$ cat config.mk
export PLATFORM = sky130hd
export DESIGN_NAME = battleship_shooter
export DESIGN_NICKNAME = d
export VERILOG_FILES = /design/src/rtl/battleship_pkg.sv /design/src/rtl/battleship_shooter_bitmap.sv /design/src/rtl/battleship_shooter.sv
export SDC_FILE = /design/constraint.sdc
export NUM_CORES = 1
export LEC_CHECK = 0
export BUFFER_PORTS_ARGS = -buffer_cell sky130_fd_sc_hd__buf_2
export CAP_MARGIN = 5
export CORE_AREA = 3 3 119 121
export DETAILED_ROUTE_END_ITERATION = 7
export DIE_AREA = 0 0 122 124
export MAX_ROUTING_LAYER = met4
export PLACE_DENSITY_LB_ADDON = 0.08
export SYNTH_ARGS = -nofsm -noshare
export SYNTH_HDL_FRONTEND = slang
export SYNTH_HIERARCHICAL = 1
export SYNTH_SLANG_ARGS = --single-unit
$ cat constraint.sdc
create_clock -name clock -period 14.57 [get_ports clock]
set_input_delay 2.1855 -clock clock [delete_from_list [all_inputs] [get_ports clock]]
set_output_delay 2.1855 -clock clock [all_outputs]
set_load 0.02 [all_outputs]
$ cat src/rtl/battleship_pkg.sv
// battleship_pkg
// Shared types and defaults for the attacking side of the battleship game.
//   state_t   : shooter controller states
//   dir_t     : neighbour order tried around an anchor hit (east, west, south, north)
//   verdict_t : responder verdict after hit > nearmiss > miss priority
//   decode_verdict : collapses the three verdict bits into a verdict_t
package battleship_pkg;

  localparam int DEFAULT_GRID_W      = 10;
  localparam int DEFAULT_GRID_H      = 10;
  localparam int DEFAULT_TARGET_HITS = 4;

  typedef enum logic [2:0] {
    IDLE,
    HUNT,
    FIRE,
    WAIT,
    TARGET,
    DONE
  } state_t;

  typedef enum logic [1:0] {
    EAST,
    WEST,
    SOUTH,
    NORTH
  } dir_t;

  typedef enum logic [1:0] {
    V_HIT,
    V_NEAR,
    V_MISS
  } verdict_t;

  // A verdict with no bit set still means the shot landed in open water,
  // so every path that is not a hit or a nearmiss collapses to a miss.
  function automatic verdict_t decode_verdict(input logic hit,
                                              input logic nearmiss,
                                              input logic miss);
    verdict_t v;
    v = V_MISS;
    if (hit) begin
      v = V_HIT;
    end else if (nearmiss) begin
      v = V_NEAR;
    end else if (miss) begin
      v = V_MISS;
    end
    return v;
  endfunction

endpackage

$ cat src/rtl/battleship_shooter_bitmap.sv
// shot_bitmap
// One bit per grid cell remembering which cells have already been fired on.
// Ports:
//   clock, reset   : system clock, synchronous active-high reset (clears all)
//   clear          : clear every bit (new game)
//   set_en         : mark cell (set_x, set_y) as shot
//   set_x, set_y   : on-grid coordinate being marked
//   query_x/query_y: coordinate being asked about; may be off-grid
//   query_shot     : 1 when the queried cell is on-grid and already shot
module shot_bitmap #(
  parameter int GRID_W = 10,
  parameter int GRID_H = 10
) (
  input  logic       clock,
  input  logic       reset,
  input  logic       clear,
  input  logic       set_en,
  input  logic [3:0] set_x,
  input  logic [3:0] set_y,
  input  logic [4:0] query_x,
  input  logic [4:0] query_y,
  output logic       query_shot
);

  localparam int         NCELL = GRID_W * GRID_H;
  localparam int         IW    = $clog2(NCELL);
  localparam logic [4:0] GW    = 5'(GRID_W);
  localparam logic [4:0] GH    = 5'(GRID_H);

  logic [NCELL-1:0] bits;
  logic [IW-1:0]    set_idx;
  logic [IW-1:0]    query_idx;
  logic             query_on_grid;

  // Row-major cell index. Off-grid queries may alias onto a real cell, so the
  // lookup result is masked by the on-grid test rather than trusted directly.
  always_comb begin
    set_idx       = IW'(set_y) * IW'(GRID_W) + IW'(set_x);
    query_idx     = IW'(query_y) * IW'(GRID_W) + IW'(query_x);
    query_on_grid = (query_x < GW) && (query_y < GH);
    query_shot    = query_on_grid && bits[query_idx];
  end

  // Clearing wins over marking; the controller never asks for both at once
  // because a new game only starts while no shot is outstanding.
  always_ff @(posedge clock) begin
    if (reset || clear) begin
      bits <= '0;
    end else if (set_en) begin
      bits[set_idx] <= 1'b1;
    end
  end

endmodule

$ cat src/rtl/battleship_shooter.sv
// battleship_shooter
// Chooses shots against a boat responder: checkerboard hunt in row-major
// order, then east/west/south/north probing around a hit until the boat is
// finished, never firing twice on the same cell.
// Ports:
//   clock, reset         : system clock, synchronous active-high reset
//   start                : begin a game (only from IDLE or DONE)
//   x, y, shot_valid     : shot request, coordinates stable while valid
//   result_valid         : responder verdict present this cycle
//   hit, nearmiss, miss  : verdict bits, priority hit > nearmiss > miss
//   done                 : game over, sticky until restart or reset
//   shot_count, hit_count, near_count : saturating tallies of accepted verdicts
module battleship_shooter
  import battleship_pkg::*;
#(
  parameter int GRID_W      = DEFAULT_GRID_W,
  parameter int GRID_H      = DEFAULT_GRID_H,
  parameter int TARGET_HITS = DEFAULT_TARGET_HITS
) (
  input  logic       clock,
  input  logic       reset,
  input  logic       start,
  output logic [3:0] x,
  output logic [3:0] y,
  output logic       shot_valid,
  input  logic       result_valid,
  input  logic       hit,
  input  logic       nearmiss,
  input  logic       miss,
  output logic       done,
  output logic [7:0] shot_count,
  output logic [2:0] hit_count,
  output logic [7:0] near_count
);

  localparam logic [3:0] XMAX = 4'(GRID_W - 1);
  localparam logic [3:0] YMAX = 4'(GRID_H - 1);
  localparam logic [4:0] GH   = 5'(GRID_H);
  localparam logic [2:0] TH   = 3'(TARGET_HITS);

  state_t     state, state_n;
  logic [3:0] cur_x, cur_x_n;
  logic [4:0] cur_y, cur_y_n;
  logic [3:0] anc_x, anc_x_n;
  logic [3:0] anc_y, anc_y_n;
  logic [2:0] nidx, nidx_n;
  logic       targeting, targeting_n;
  logic [3:0] x_n, y_n;
  logic [7:0] shot_n, near_n;
  logic [2:0] hit_n;

  logic [3:0] adv_x;
  logic [4:0] adv_y;
  logic [3:0] cand_x, cand_y;
  logic       cand_ok;
  dir_t       dir;
  logic [4:0] q_x, q_y;
  logic       q_shot;
  logic       bm_clear, bm_set;
  verdict_t   verdict;
  logic [7:0] shot_inc, near_inc;
  logic [2:0] hit_inc;

  shot_bitmap #(
    .GRID_W(GRID_W),
    .GRID_H(GRID_H)
  ) u_bitmap (
    .clock     (clock),
    .reset     (reset),
    .clear     (bm_clear),
    .set_en    (bm_set),
    .set_x     (x),
    .set_y     (y),
    .query_x   (q_x),
    .query_y   (q_y),
    .query_shot(q_shot)
  );

  assign shot_valid = (state == FIRE) || (state == WAIT);
  assign done       = (state == DONE);

  // Next hunt cell in row-major order. Running off the last row leaves the
  // cursor at row GRID_H, which the hunt state reads as "sweep finished".
  always_comb begin
    adv_x = cur_x + 4'd1;
    adv_y = cur_y;
    if (cur_x == XMAX) begin
      adv_x = 4'd0;
      adv_y = cur_y + 5'd1;
    end
  end

  // Neighbour candidate around the anchor. Edge cells are rejected before
  // any arithmetic could wrap, so cand_x/cand_y only matter when cand_ok.
  always_comb begin
    dir     = dir_t'(nidx[1:0]);
    cand_x  = anc_x;
    cand_y  = anc_y;
    cand_ok = 1'b0;
    case (dir)
      EAST: begin
        cand_x  = anc_x + 4'd1;
        cand_ok = (anc_x != XMAX);
      end
      WEST: begin
        cand_x  = anc_x - 4'd1;
        cand_ok = (anc_x != 4'd0);
      end
      SOUTH: begin
        cand_y  = anc_y + 4'd1;
        cand_ok = (anc_y != YMAX);
      end
      NORTH: begin
        cand_y  = anc_y - 4'd1;
        cand_ok = (anc_y != 4'd0);
      end
      default: begin
        cand_ok = 1'b0;
      end
    endcase
  end

  // The bitmap is asked about whichever cell the current state is weighing:
  // the neighbour candidate while targeting, the hunt cursor otherwise.
  always_comb begin
    q_x = {1'b0, cur_x};
    q_y = cur_y;
    if (state == TARGET) begin
      q_x = {1'b0, cand_x};
      q_y = {1'b0, cand_y};
    end
  end

  // Saturating increments and the collapsed verdict used on accept.
  always_comb begin
    verdict  = decode_verdict(hit, nearmiss, miss);
    shot_inc = (shot_count == 8'hFF) ? shot_count : shot_count + 8'd1;
    near_inc = (near_count == 8'hFF) ? near_count : near_count + 8'd1;
    hit_inc  = (hit_count == 3'd7) ? hit_count : hit_count + 3'd1;
  end

  // Controller next-state logic. A shot is accepted in FIRE or WAIT on the
  // first cycle result_valid is high; results at any other time fall through
  // the default "hold" path and are ignored. 'targeting' remembers whether
  // the outstanding shot came from neighbour probing or from the hunt sweep.
  always_comb begin
    state_n     = state;
    cur_x_n     = cur_x;
    cur_y_n     = cur_y;
    anc_x_n     = anc_x;
    anc_y_n     = anc_y;
    nidx_n      = nidx;
    targeting_n = targeting;
    x_n         = x;
    y_n         = y;
    shot_n      = shot_count;
    hit_n       = hit_count;
    near_n      = near_count;
    bm_clear    = 1'b0;
    bm_set      = 1'b0;

    case (state)
      IDLE, DONE: begin
        if (start) begin
          state_n     = HUNT;
          cur_x_n     = 4'd0;
          cur_y_n     = 5'd0;
          targeting_n = 1'b0;
          shot_n      = 8'd0;
          hit_n       = 3'd0;
          near_n      = 8'd0;
          bm_clear    = 1'b1;
        end
      end

      HUNT: begin
        if (cur_y >= GH) begin
          state_n = DONE;
        end else if (((cur_x[0] ^ cur_y[0]) == 1'b0) && !q_shot) begin
          x_n         = cur_x;
          y_n         = cur_y[3:0];
          targeting_n = 1'b0;
          state_n     = FIRE;
        end else begin
          cur_x_n = adv_x;
          cur_y_n = adv_y;
        end
      end

      FIRE, WAIT: begin
        if (result_valid) begin
          bm_set = 1'b1;
          shot_n = shot_inc;
          case (verdict)
            V_HIT: begin
              hit_n = hit_inc;
              if (hit_inc >= TH) begin
                state_n = DONE;
              end else if (targeting) begin
                state_n = HUNT;
                cur_x_n = adv_x;
                cur_y_n = adv_y;
              end else begin
                anc_x_n = x;
                anc_y_n = y;
                nidx_n  = 3'd0;
                state_n = TARGET;
              end
            end
            V_NEAR, V_MISS: begin
              if (verdict == V_NEAR) begin
                near_n = near_inc;
              end
              if (targeting) begin
                nidx_n  = nidx + 3'd1;
                state_n = TARGET;
              end else begin
                state_n = HUNT;
                cur_x_n = adv_x;
                cur_y_n = adv_y;
              end
            end
            default: begin
              state_n = state;
            end
          endcase
        end else if (state == FIRE) begin
          state_n = WAIT;
        end
      end

      TARGET: begin
        if (nidx == 3'd4) begin
          state_n = HUNT;
          cur_x_n = adv_x;
          cur_y_n = adv_y;
        end else if (!cand_ok || q_shot) begin
          nidx_n = nidx + 3'd1;
        end else begin
          x_n         = cand_x;
          y_n         = cand_y;
          targeting_n = 1'b1;
          state_n     = FIRE;
        end
      end

      default: begin
        state_n = IDLE;
      end
    endcase
  end

  // State register. Reset drops any outstanding shot immediately, so a
  // verdict arriving in the same cycle as reset is simply lost.
  always_ff @(posedge clock) begin
    if (reset) begin
      state      <= IDLE;
      cur_x      <= 4'd0;
      cur_y      <= 5'd0;
      anc_x      <= 4'd0;
      anc_y      <= 4'd0;
      nidx       <= 3'd0;
      targeting  <= 1'b0;
      x          <= 4'd0;
      y          <= 4'd0;
      shot_count <= 8'd0;
      hit_count  <= 3'd0;
      near_count <= 8'd0;
    end else begin
      state      <= state_n;
      cur_x      <= cur_x_n;
      cur_y      <= cur_y_n;
      anc_x      <= anc_x_n;
      anc_y      <= anc_y_n;
      nidx       <= nidx_n;
      targeting  <= targeting_n;
      x          <= x_n;
      y          <= y_n;
      shot_count <= shot_n;
      hit_count  <= hit_n;
      near_count <= near_n;
    end
  end

endmodule

; ---- After elaboration in Yosys (flattened, before gate mapping)
; Index checks and enable logic that the tools add are counted.
; Widths: inputs -> output; s select.
[totals]
in_bits = 7
wordCells = 198
reg_bits = 151
out_inout_bits = 29
[op_classes]
reduce_logical = 31
bitwise_logic = 5
n_eq_ne = 41
n_mux = 87
add_sub_neg = 12
n_lt_le_gt_ge = 7
mul = 2
[op_table]
columns = op, n
row1 = $or 100x100->100, 1
row2 = $mux 4, 18
row3 = $mux 3, 20
row4 = $mux 8, 7
row5 = $mux 5, 10
row6 = $pmux 4 s2, 5
row7 = $pmux 8 s2, 2
row8 = $ne 3x3->1 const B, 8
row9 = $pmux 3 s2, 4
row10 = $ne 2x2->1 const B, 10
row11 = $pmux 5 s4, 1
row12 = $add 8x1->8 const B, 2
row13 = $eq 8x8->1 const B, 2
row14 = $lt 7x8->1 const B, 2
row15 = $pmux 4 s4, 1
row16 = $reduce_and 5->1, 3
row17 = $add 7x4->7, 2
row18 = $add 4x1->4 const B, 3
row19 = $eq 3x3->1 const B, 4
row20 = $pmux 3 s4, 1
row21 = $reduce_and 6->1, 2
row22 = $reduce_bool 4->1, 3
row23 = $mux 1, 11
row24 = $pmux 5 s2, 1
row25 = 37 further kinds, 62

; ---- Logic depth before layout (Yosys ltp)
[depth]
depth_word = 13
mapped_depth = 23
ltp_nobuf = 21

; ---- By module
; Netlist, hierarchy kept.
[by_module_without_submodules]
columns = mod, area_each_um2, instances, cells_per_inst, seq_area_each_um2
row1 = shot_bitmap, 4719.5, 1, 477, 2001.9
row2 = battleship_shooter, 3205.6, 1, 386, 1021.0

; ---- Worst setup path before layout
; No wires, ideal clock.
[synth_path]
path_kind = register -> register
from = reg nidx[1]
to = reg cur_y[4]
required_ps = 14499
setup_time_ps = 71
slack_ps = 9121
path_buffers = 2
arrival_time_ps = 5378
synth_period_minus_slack_ps = 5449
stages_incl_launch_ff = 24
cell_sequence = dfxtp_1 -> ha_1 -> ha_1 -> a21o_1 -> a21oi_1 -> mux2i_1 -> mux2i_1 -> nand2_1 -> ha_1 -> ha_1 -> ha_1 -> a21o_1 -> or3_4 -> and2_2 -> buf_6 -> a311oi_1 -> o31ai_1 -> a311oi_2 -> inv_1 -> a211oi_2 -> o211ai_2 -> buf_6 -> or4_1 -> a21oi_1
[synth_between]
elab_chain_len = 12
elab_cells_between_ends = 22
cone_classes = add/sub: 1 / mul: 1 / order compare: 2 / eq/ne: 6 / mux: 6 / reduce/logical: 6
[synth_rtl]
columns = item, line_no
row1 = start: declaration, battleship_shooter.sv:46  ; logic [2:0] nidx, nidx_n;
row2 = start signal: assignment, battleship_shooter.sv:275  ; nidx <= nidx_n;
row3 = $eq 2x2->1, battleship_shooter.sv:100  ; case (dir)
row4 = $pmux 4 s2 (*), battleship_shooter.sv:100
row5 = $mux 5 (*), battleship_shooter.sv:128  ; if (state == TARGET) begin
row6 = net q_y[3], battleship_shooter.sv:57  ; logic [4:0] q_x, q_y;
row7 = $mul 5x3->6, battleship_shooter_bitmap.sv:39  ; query_idx = IW'(query_y) * IW'(GRID_W) + IW'(query_x);
row8 = $add 7x4->7, battleship_shooter_bitmap.sv:39
row9 = $bmux 1 s7, battleship_shooter_bitmap.sv:41  ; query_shot = query_on_grid && bits[query_idx];
row10 = $mux 1 (implied by the code), battleship_shooter_bitmap.sv:41
row11 = $logic_and 1x1->1 (*), battleship_shooter_bitmap.sv:41
row12 = net q_shot, battleship_shooter.sv:58  ; logic q_shot;
row13 = $logic_not 1->1 (*), battleship_shooter.sv:179  ; end else if (((cur_x[0] ^ cur_y[0]) == 1'b0) && !q_shot) begin
row14 = $logic_and 1x1->1 (*), battleship_shooter.sv:179
row15 = $ne 2x2->1 (no line) (*), --
row16 = $reduce_and 10->1 (no line) (*), --
row17 = end signal: assignment, battleship_shooter.sv:272  ; cur_y <= cur_y_n;
row18 = end: declaration, battleship_shooter.sv:43  ; logic [4:0] cur_y, cur_y_n;
; Mark *: on every way through the listed nets, which the timed path passes. The rest lies on a longest branch. The select of a mux whose other input is x is not followed.
; A chain may end at the register's enable or synchronous reset.

; ---- Final worst setup path
[layout_path]
from = reg nidx[1]
to = reg cur_y[3]
; Same word-level chain as after synthesis.

==> results.ini <==
[run_status]
status=finished clean

[synthesis]
syn-cell-area_um2=7925
async_flop_share=0
synth_warnings=6
synth-edff-count=0
synth_cells=863
synth_flop_cell=dfxtp_1
synth.distinct_cells=85
syn_area_per_cell_um2=9.183
ys_seq_area_frac=0.3814
synth_seq_cells=151

[cells_and_area]
nNetsFinal=919
fillCellCount=1103
regArea_um2=3023
drive_above_1_share=0.1417
post-route-util=0.6623
syn_to_final_growth_pct=10.23
layout_commonest_cell=dfxtp_1
num_antenna_cells=0
layout_common_cells=151 x dfxtp_1, 139 x nor2_1, 128 x a21oi_1
multi_input_area_um2=4572

[power_and_ir_drop]
power_uw=1409
p_leak_uw=0.003370
switchingPower_uw=537.6
swShare=0.3815
power.share.clock=0.321
vdd_drop_max_mv=0.1415
p_seq_frac=0.333
intPower_uw=871.6
power_density_nw_per_um2=161.3
p_comb_frac=0.346

[min_path]
holdPathStages=2
worstHoldEndpoint=u_bitmap/bits[49]$_SDFFE_PP0P_
hold_start=u_bitmap/bits[49]$_SDFFE_PP0P_
hold_path_class=reg2reg

[routing]
drc=0
drt_wl_total_mm=19.01
dr.first_iter.drc_count=577
postRouteAntennaNets=0
vias_per_cell=6.190
wire_per_inst_um=17.85
num_vias=6592
dr.pass1.iters=5

[worst_setup_path]
r2r-end=cur_y[3]$_SDFFE_PP0P_
worst_r2r_path_depth=21
crit_chain=ha_1 > ha_1 > a21o_1 > a21oi_1 > mux2i_1 > mux2i_1 > nand2_1 > ha_1 > ha_1 > ha_1 > a21o_1 > or3_4 > and2_2 > mux4_1 > o211ai_1 > a311oi_2 > inv_1 > a211oi_2 > o211ai_2 > or4_1 > a21oi_1
cp-end-kind=register
slowest_delay_ns=0.53
startpoint_type=register
cp.arrival_ns=6.83
critical_path.max_fanout=12
r2r-start=nidx[1]$_SDFFE_PP0P_
cpMaxStageDelayCell=or4_1
critPathRequiredTime_ns=14.91
cp_common_cell=ha_1
crit_type=reg2reg
rrSetupSlack_ns=8.08

[cts]
cts_buffers=17
cts_tree=built
cts_hold_buf=0
clock_latency_ns=0.42
clock_sinks=151
post_cts_buffers=0
htree_levels=4
clk_pin_slew_ns=0.06
cts_resized=0
cts.path.max_buffers=2
cts_root_buf=clkbuf_16

[grt]
global_route.overflow_total=0
first_global_vias=6392
grt_use_met3=0.04587
grt_usage=0.2701
grtUsageMet1=0.3259
grt_max_degree=101
antenna_found_initial=0
grt_use_met2=0.4485
grt_busiest_layer=met2
grt_pass1_wl_mm=31.62

[timing]
fmax_mhz=154.0
relSlewSlack=0.1987
min_period_ns=6.495
clock_skew_ns=0.007016
finalHoldViolCount=0
worstMarginPinSlew_ns=1.196
setup-violations-final=0
fin_crit_sh=0.4458
rsz0062_at_grt=false
finalSetupTns_ns=0
drv_slew=0

[placed_design]
place_congestion=0.9097
place_hpwl_mm=12.95
portBuffers=34

[floorplanning]
initial_core_util=0.6008
coreArea_um2=13190
num_rows=42
dieArea_um2=15130
dieHeight_um=124
ios=36
fp.dieW_um=122

[flow_run]
drv_cap=0

-- synthesized netlist by cell type (14+ instances only) --
master,instances,area (um2)
a21oi_1,128,640.6
inv_1,25,93.84
nand2_1,32,120.1
clkbuf_1,28,105.1
mux4_2,18,405.4
dfxtp_1,151,3023
mux2i_1,20,200.2
o21ai_0,25,125.1
nor3_2,14,140.1
nor2_1,139,521.8
xnor2_1,23,201.4
nor3_1,17,85.08
nand3_1,27,135.1
ha_1,30,375.4
-- power by group through the flow --
stage | clock network, uW | registers (uW) | logic [uW]
2_1_floorplan | 0 | 477 | 389
5_1_grt | 480 | 473 | 536
4_1_cts | 459 | 469 | 486
3_5_place_dp | 0 | 478 | 484
6_report | 452 | 470 | 488
3_3_place_gp | 0 | 477 | 475
-- worst max-delay path by stage --
stage / to / slack (ns) / startpoint / cells after the start
final: cur_y[3]$_SDFFE_PP0P_ / 8.08 / nidx[1]$_SDFFE_PP0P_ / 21
after floorplan: cur_y[4]$_SDFFE_PP0P_ / 9.12 / nidx[1]$_SDFFE_PP0P_ / 23
after detailed placement: cur_y[3]$_SDFFE_PP0P_ / 8.23 / nidx[1]$_SDFFE_PP0P_ / 21
after global routing: cur_y[2]$_SDFFE_PP0P_ / 7.76 / nidx[1]$_SDFFE_PP0P_ / 21
after CTS: cur_y[3]$_SDFFE_PP0P_ / 8.13 / nidx[1]$_SDFFE_PP0P_ / 21
after global placement: cur_y[2]$_SDFFE_PP0P_ / 8.43 / nidx[1]$_SDFFE_PP0P_ / 21
-- kinds of logic (layout without fill, tap and decap cells) --
kind of cell / after synthesis / after routing / share of synthesized area
buf+inv: 72 / 97 / 0.04358
flops: 151 / 151 / 0.3814
compound gates: 229 / 229 / 0.1778
other cells: 1 / 2 / 0.0004732
xor+xnor: 35 / 35 / 0.04294
simple gates: 290 / 290 / 0.1817
fa+ha+maj: 36 / 36 / 0.06252
mux: 49 / 49 / 0.1096
-- metal layers --
layer	routed length [um]	vias up
li1	-	3177
met1	8267	3195
met2	9532	176
met3	703	44
met4	503	0
met5	0	-
-- through the flow --
| step | hold slack, ns | std cells | area (um2) | setup slack [ns] |
|---|---|---|---|---|
| after detailed placement | 0.4468 | 1033 | 8124 | 8.226 |
| after global routing | 0.4811 | 1065 | 8736 | 7.764 |
| after floorplan | 0.4284 | 864 | 7929 | 9.121 |
| after global placement | 0.4395 | 1033 | 8124 | 8.434 |
| final | 0.4575 | 1065 | 8736 | 8.075 |
| after CTS | 0.4614 | 1065 | 8736 | 8.127 |
-- registers in the layout, summed over array words and instances (netlist names) --
register / count
state: 3
shot_count: 8
near_count: 8
u_bitmap/bits: 100
targeting: 1
anc_x: 4
hit_count: 3
nidx: 3
cur_y: 5
y: 4
cur_x: 4
x: 4
anc_y: 4
-- critical path: cells and delay by family, from the launching register on --
family                     cells  cell delay [ns]
adders and majority gates      5             1.74
muxes                          3             0.79
DFF                            1             0.47
buffers and inverters          1             0.18
AOI/OAI and AO/OA              8             1.87
and+or+nand+nor                4             1.34
-- area by class of cell --
class / count / area share
multi-input combinational: 641 / 0.5233
sequential: 151 / 0.3460
clock buffer: 19 / 0.05070
tap: 176 / 0.02521
timing repair buffer: 40 / 0.02463
clock inverter: 13 / 0.01934
inverter: 25 / 0.01074
Power figures use the tool's default switching activity.
